--- src/rtl/sd_sector_sequencer.sv ---
// Multi-sector read sequencer between the request logic and the SPI sd_controller.
// Captures 512 bytes per sector into a buffer, with one pending request, abort and timeout.
module sd_sector_sequencer #(
  parameter int unsigned ADDR_STEP = 1,
  parameter int unsigned CNT_W     = 4,
  parameter int unsigned TIMEOUT   = 1_000_000
) (
  input  logic              clk,
  input  logic              reset_n,
  input  logic              req_valid,
  output logic              req_ready,
  input  logic [31:0]       req_addr,
  input  logic [CNT_W-1:0]  req_count,
  input  logic              abort,
  output logic [31:0]       sdc_address,
  output logic              sdc_rd,
  input  logic              sdc_ready,
  input  logic [7:0]        sdc_dout,
  input  logic              sdc_byte_available,
  output logic              buf_we,
  output logic [CNT_W+8:0]  buf_addr,
  output logic [7:0]        buf_data,
  output logic              busy,
  output logic              done,
  output logic              error,
  output logic [CNT_W-1:0]  sectors_done
);

  // state      | meaning
  // IDLE       | no request active; starts a fresh or pending request
  // WAIT_RDY   | waiting for the card to be ready before issuing a sector read
  // ISSUE      | sdc_rd held high until the card drops ready
  // READ       | capturing bytes on rising edges of byte_available
  // DRAIN      | sector complete, waiting for the card to return to ready
  // ABORT_WAIT | aborted; letting an in-flight sector finish without writing
  typedef enum logic [2:0] {
    S_IDLE, S_WAIT_RDY, S_ISSUE, S_READ, S_DRAIN, S_ABORT_WAIT
  } state_t;

  localparam logic [CNT_W-1:0] ONE_C = 1;
  localparam logic [8:0]       ONE_B = 1;

  state_t             r_state;
  logic [31:0]        r_base;
  logic [CNT_W-1:0]   r_count;
  logic [CNT_W-1:0]   r_sector_idx;
  logic [CNT_W-1:0]   r_sectors_done;
  logic [8:0]         r_byte_idx;
  logic               r_pend_valid;
  logic [31:0]        r_pend_addr;
  logic [CNT_W-1:0]   r_pend_count;
  logic [31:0]        r_tmo;
  logic               r_bav_prev;
  logic [31:0]        r_sdc_address;
  logic               r_sdc_rd;
  logic               r_buf_we;
  logic [CNT_W+8:0]   r_buf_addr;
  logic [7:0]         r_buf_data;
  logic               r_busy;
  logic               r_done;
  logic               r_error;

  logic               w_accept;
  logic               w_rise;
  logic               w_tmo;
  logic               w_event;
  logic [31:0]        w_sector_addr;
  logic [CNT_W-1:0]   w_sd_next;
  logic [31:0]        w_ld_addr;
  logic [CNT_W-1:0]   w_ld_count;

  // Abort blocks acceptance in the same cycle, so req_ready is gated by it directly.
  assign req_ready     = ~r_pend_valid & ~abort;
  assign w_accept      = req_valid & req_ready;
  assign w_rise        = sdc_byte_available & ~r_bav_prev;
  assign w_tmo         = (r_tmo == 32'(TIMEOUT - 1));
  assign w_sector_addr = r_base + 32'(r_sector_idx) * 32'(ADDR_STEP);
  assign w_sd_next     = r_sectors_done + ONE_C;
  assign w_ld_addr     = r_pend_valid ? r_pend_addr  : req_addr;
  assign w_ld_count    = r_pend_valid ? r_pend_count : req_count;

  // Progress events take priority over a coincident timeout.
  assign w_event = (r_state == S_WAIT_RDY && sdc_ready) ||
                   (r_state == S_ISSUE && !sdc_ready) ||
                   (r_state == S_READ && w_rise) ||
                   ((r_state == S_DRAIN || r_state == S_ABORT_WAIT) && sdc_ready);

  always_ff @(posedge clk or negedge reset_n) begin
    if (!reset_n) begin
      r_state        <= S_IDLE;
      r_base         <= '0;
      r_count        <= '0;
      r_sector_idx   <= '0;
      r_sectors_done <= '0;
      r_byte_idx     <= '0;
      r_pend_valid   <= 1'b0;
      r_pend_addr    <= '0;
      r_pend_count   <= '0;
      r_tmo          <= '0;
      r_bav_prev     <= 1'b0;
      r_sdc_address  <= '0;
      r_sdc_rd       <= 1'b0;
      r_buf_we       <= 1'b0;
      r_buf_addr     <= '0;
      r_buf_data     <= '0;
      r_busy         <= 1'b0;
      r_done         <= 1'b0;
      r_error        <= 1'b0;
    end else begin
      r_bav_prev <= sdc_byte_available;
      r_buf_we   <= 1'b0;
      r_done     <= 1'b0;
      r_error    <= 1'b0;
      if (abort) begin
        r_pend_valid <= 1'b0;
      end else if (w_accept && r_state != S_IDLE) begin
        r_pend_valid <= 1'b1;
        r_pend_addr  <= req_addr;
        r_pend_count <= req_count;
      end
      if (abort && r_state != S_IDLE && r_state != S_ABORT_WAIT) begin
        r_sdc_rd <= 1'b0;
        r_state  <= S_ABORT_WAIT;
        r_tmo    <= '0;
      end else if (r_state != S_IDLE && w_tmo && !w_event) begin
        r_error  <= 1'b1;
        r_sdc_rd <= 1'b0;
        r_busy   <= 1'b0;
        r_state  <= S_IDLE;
        r_tmo    <= '0;
      end else begin
        if (r_state != S_IDLE) r_tmo <= r_tmo + 32'd1;
        case (r_state)
          S_IDLE: begin
            if (!abort && (r_pend_valid || w_accept)) begin
              r_base         <= w_ld_addr;
              r_count        <= w_ld_count;
              r_sector_idx   <= '0;
              r_byte_idx     <= '0;
              r_sectors_done <= '0;
              r_pend_valid   <= 1'b0;
              r_tmo          <= '0;
              if (w_ld_count == '0) begin
                r_done <= 1'b1;
              end else begin
                r_state <= S_WAIT_RDY;
                r_busy  <= 1'b1;
              end
            end
          end
          S_WAIT_RDY: begin
            if (sdc_ready) begin
              r_sdc_address <= w_sector_addr;
              r_sdc_rd      <= 1'b1;
              r_state       <= S_ISSUE;
              r_tmo         <= '0;
            end
          end
          S_ISSUE: begin
            if (!sdc_ready) begin
              r_sdc_rd <= 1'b0;
              r_state  <= S_READ;
              r_tmo    <= '0;
            end
          end
          S_READ: begin
            if (w_rise) begin
              r_buf_we   <= 1'b1;
              r_buf_data <= sdc_dout;
              r_buf_addr <= {r_sector_idx, r_byte_idx};
              r_byte_idx <= r_byte_idx + ONE_B;
              r_tmo      <= '0;
              if (r_byte_idx == 9'd511) r_state <= S_DRAIN;
            end
          end
          S_DRAIN: begin
            if (sdc_ready) begin
              r_sector_idx   <= r_sector_idx + ONE_C;
              r_sectors_done <= w_sd_next;
              r_tmo          <= '0;
              if (w_sd_next == r_count) begin
                r_done  <= 1'b1;
                r_busy  <= 1'b0;
                r_state <= S_IDLE;
              end else begin
                r_state <= S_WAIT_RDY;
              end
            end
          end
          S_ABORT_WAIT: begin
            if (sdc_ready) begin
              r_busy  <= 1'b0;
              r_state <= S_IDLE;
              r_tmo   <= '0;
            end
          end
          default: r_state <= S_IDLE;
        endcase
      end
    end
  end

  assign sdc_address  = r_sdc_address;
  assign sdc_rd       = r_sdc_rd;
  assign buf_we       = r_buf_we;
  assign buf_addr     = r_buf_addr;
  assign buf_data     = r_buf_data;
  assign busy         = r_busy;
  assign done         = r_done;
  assign error        = r_error;
  assign sectors_done = r_sectors_done;

endmodule

--- config.mk ---
export PLATFORM = sky130hd
export DESIGN_NAME = sd_sector_sequencer
export DESIGN_NICKNAME = d
export VERILOG_FILES = /design/src/rtl/sd_sector_sequencer.sv
export SDC_FILE = /design/constraint.sdc
export NUM_CORES = 1
export LEC_CHECK = 0
export ABC_CLOCK_PERIOD_IN_PS = 2500
export CAP_MARGIN = 30
export CORE_MARGIN = 10
export CORE_UTILIZATION = 35
export CTS_CLUSTER_DIAMETER = 80
export DETAILED_ROUTE_END_ITERATION = 10
export DONT_BUFFER_PORTS = 1
export GPL_ROUTABILITY_DRIVEN = 0
export PLACE_DENSITY = 0.56
export SYNTH_ARGS = -nofsm -noshare
export SYNTH_HDL_FRONTEND = slang
export SYNTH_SLANG_ARGS = --single-unit
--- constraint.sdc ---
create_clock -name clk -period 2.5 [get_ports clk]
set_input_delay 0.5 -clock clk [delete_from_list [all_inputs] [get_ports clk]]
set_output_delay 0.5 -clock clk [all_outputs]
set_load 0.1 [all_outputs]
==> run metrics <==
Routed Wire Length=22330 um; Final Hold Fails=between 150 and 200; number of unique standard cell types used by synthesis=64; count of buffers inserted at the top-level ports=0; DR vias/cell=5.065; nature of the critical path startpoint=flop; cells resized by post-CTS repair=0; Initial Util=35.62%; status=complete, but fails checks; share of layout cells above drive strength 1=18.84%; path type of the worst min-delay path=in -> async; die outline area=about 33000 um^2; design area=about 11000 um^2; CP arrival=2640 ps; number of standard-cell rows in the floorplan=a little under 60; remaining global-route overflow=0; net count after synthesis=approximately 970; Switching Power=approximately 6.7 mW; Max Root-Sink Buffers=2; Async SR Flop Fraction=100.0%; Max-cap violations=0; mean instance size in the synthesized netlist=9.939 um^2; cell type with the largest total area after synthesis=sky130_fd_sc_hd__dfrtp_1; filler cell count in the final layout=around 2500; area share of the largest cell type after synthesis=approximately half; final HPWL from detailed placement=around 15000 um; number of warnings issued by yosys=0; IR drop worst, VDD=0.5816 mV; number of design-rule violations left by the first detailed-router iteration=between 400 and 500; unrepaired setup endpoints after global routing=false; final critical-path required period=about 2300 ps; CP Capture Type=flop; Clock transition at path regs=80 ps; sum of negative setup slack=0 ps; commonest cells in the netlist=sky130_fd_sc_hd__dfrtp_1, sky130_fd_sc_hd__nand2_1, sky130_fd_sc_hd__nor2_1, sky130_fd_sc_hd__a21oi_1, sky130_fd_sc_hd__o21ai_0; total standard cell area after synthesis=approximately 9000 um^2; later-pin clock latency in the skew report=about 440 ps; failing checks=negative hold slack; Clock Skew=~14 ps; Worst Max-Slew Pin Slew=911.1 ps; Combinational Power Share=a little over two fifths; fin nets=between 1000 and 1500; H-tree depth=4; antenna viol nets, final=0; Total Power Consumption=roughly 14 mW; DR pass1 iterations=4; post-detailed-placement cell area=approximately 10000 um^2; number of global-route vias before repair=between 6000 and 7000; Die Span X=between 150 and 200 um; Via Count=around 6600; TritonCTS clock tree=done; top flip-flop cell by instance count after synthesis=sky130_fd_sc_hd__dfrtp_1; clock sink count=between 150 and 200; relative contribution of the clock network to total power=19.8%; Slew Viols, Final=0; cell internal pwr=between 7 and 8 mW; Yosys reg bits=184; power density of the placed cells=between 1000 and 1500 nW/um^2; minimum hold slack=-250.5 ps; largest net degree at the start of global routing=between 150 and 200; register area share after synthesis=between 50% and 60%; cells taking the most area after synthesis=sky130_fd_sc_hd__dfrtp_1, sky130_fd_sc_hd__nand2_1, sky130_fd_sc_hd__mux2_2; maximum net fanout on the critical path=7; DRC viols=0; master cell of the clock root buffer=sky130_fd_sc_hd__clkbuf_16; proportion of total power due to net switching=a little under half; critical path required time=2850 ps; EDFF count, synth=0; Crit Path Category=reg -> reg; vertical extent of the die=about 180 um; GRT Overall Usage=a little over an eighth; endpoints failing setup=0; worst rel slew slack=between 30% and 40%; Tcrit/Tclk final=91.38%; leakage power of the design=4.567 nW; number of buffers added for setup after CTS=0; Wirelength per Cell=17.02 um; Core ar.=approximately 25000 um^2; antenna fix cells=0; achievable frequency=around 440 MHz; I/O Pins=about 110; cells after synthesis=roughly 910; register share of total power=36.2%; most frequently used cell type in the post-synthesis netlist=sky130_fd_sc_hd__dfrtp_1; global-route wire length before repair=36360 um; area growth from synthesis to layout=17.33%; number of buffers created by CTS=17; initial antenna violation count=0
layout by cell type (no fill, tap or decap), types with 3 or more instances in the layout:
master and count:
sky130_fd_sc_hd__a211oi_1 3, sky130_fd_sc_hd__a21oi_1 60, sky130_fd_sc_hd__a31oi_1 8, sky130_fd_sc_hd__a41oi_1 3, sky130_fd_sc_hd__and2_1 3, sky130_fd_sc_hd__and3_1 8, sky130_fd_sc_hd__and4_1 3, sky130_fd_sc_hd__buf_12 4
sky130_fd_sc_hd__buf_4 86, sky130_fd_sc_hd__clkbuf_16 17, sky130_fd_sc_hd__dfrtp_1 182, sky130_fd_sc_hd__ha_1 9, sky130_fd_sc_hd__inv_1 14, sky130_fd_sc_hd__inv_6 4, sky130_fd_sc_hd__inv_8 5, sky130_fd_sc_hd__mux2_2 37
sky130_fd_sc_hd__mux2i_1 39, sky130_fd_sc_hd__nand2_1 135, sky130_fd_sc_hd__nand2b_1 3, sky130_fd_sc_hd__nand3_1 28, sky130_fd_sc_hd__nand4_1 34, sky130_fd_sc_hd__nor2_1 81, sky130_fd_sc_hd__nor2b_1 5, sky130_fd_sc_hd__nor3_1 18
sky130_fd_sc_hd__nor4_1 7, sky130_fd_sc_hd__o211ai_1 6, sky130_fd_sc_hd__o21a_1 3, sky130_fd_sc_hd__o21ai_0 49, sky130_fd_sc_hd__o311ai_0 5, sky130_fd_sc_hd__or3_1 9, sky130_fd_sc_hd__or4_1 11, sky130_fd_sc_hd__xnor2_1 10
sky130_fd_sc_hd__xor2_1 38
final timing paths:
| kind | slack (ps) | end | depth (start not counted) | startpoint |
|---|---|---|---|---|
| worst min register to register | 480 | buf_addr[8] | 2 | buf_addr[8] |
| worst max-delay path | 220 | sdc_address[26] | 8 | r_sector_idx[0] |
| worst min-delay path | -250 | buf_data[3] | 0 | reset_n |
| min in group clk | 90 | r_bav_prev | 0 | sdc_byte_available |
| worst max register to register | 220 | sdc_address[26] | 8 | r_sector_idx[0] |
| max in group asynchronous | 2330 | r_pend_valid | 0 | reset_n |
critical path: stages, from the launching register on:
cell                      delay, ps
sky130_fd_sc_hd__dfrtp_1        440
sky130_fd_sc_hd__ha_1           200
sky130_fd_sc_hd__inv_1           50
sky130_fd_sc_hd__fa_1           390
sky130_fd_sc_hd__nor2b_1        170
sky130_fd_sc_hd__o31a_1         180
sky130_fd_sc_hd__nand3_1        220
sky130_fd_sc_hd__or3_1          400
sky130_fd_sc_hd__a31oi_1        160
logic make-up after synthesis:
| group | after synthesis | share of synthesized area, % |
|---|---|---|
| AOI/OAI and AO/OA | 158 | 10.72 |
| xor gates and xnor gates | 49 | 4.938 |
| adders and majority gates | 10 | 1.475 |
| buffers and inverters | 61 | 2.935 |
| DFF | 184 | 51.19 |
| muxes | 76 | 8.972 |
| and+or+nand+nor | 367 | 19.77 |
per-stage QoR:
stage / util (%) / worst slack (ps) / std cells / hold WS (ps)
CTS: 41.79 / 185.4 / 1312 / -265.9
global placement: 39.43 / 243.1 / 1280 / 210.1
floorplan: - / 18.11 / 905 / 204.4
finish: 41.79 / 215.5 / 1312 / -250.5
detailed placement: 39.43 / 209.0 / 1280 / 210.2
global route: 41.79 / 17.68 / 1312 / -274.8
state kept, by name, indices dropped and copies added (netlist names), 3 cells and up:
| signal | cells |
|---|---|
| r_base | 32 |
| r_tmo | 32 |
| r_pend_count | 4 |
| buf_data | 8 |
| r_count | 4 |
| sdc_address | 32 |
| buf_addr | 13 |
| sectors_done | 4 |
| r_sector_idx | 4 |
| r_state | 3 |
| r_pend_addr | 32 |
| r_byte_idx | 9 |
routing by layer:
metal / vias up / routed length (um) / GRT usage [%]
met3: 14 / 1897 / 5.884
met1: 3168 / 10010 / 16.82
li1: 3337 / - / -
met2: 126 / 10240 / 21.48
met4: 0 / 176 / 3.445
met5: - / 0 / 0
power by group through the flow:
stage	Clock [mW]	Combinational (mW)	Sequential [mW]
detailed placement	0	6.23	5.16
floorplan	0	2.52	7.23
global route	2.98	6.68	5.25
CTS	2.87	6.25	5.10
finish	2.78	6.18	5.09
global placement	0	6.18	5.11
cell type report:
| type | count | area, um^2 | share of cell area (%) |
|---|---|---|---|
| repair buffers | 90 | 725.7 | 6.876 |
| well taps | 330 | 412.9 | 3.912 |
| flip-flops and latches | 184 | 4607 | 43.65 |
| clock buffers | 19 | 442.9 | 4.197 |
| clock inverters | 13 | 152.6 | 1.446 |
| inverters | 16 | 60.06 | 0.5691 |
| multi-input cells | 660 | 4153 | 39.35 |
No activity file was read; power rests on OpenSTA's default activity.
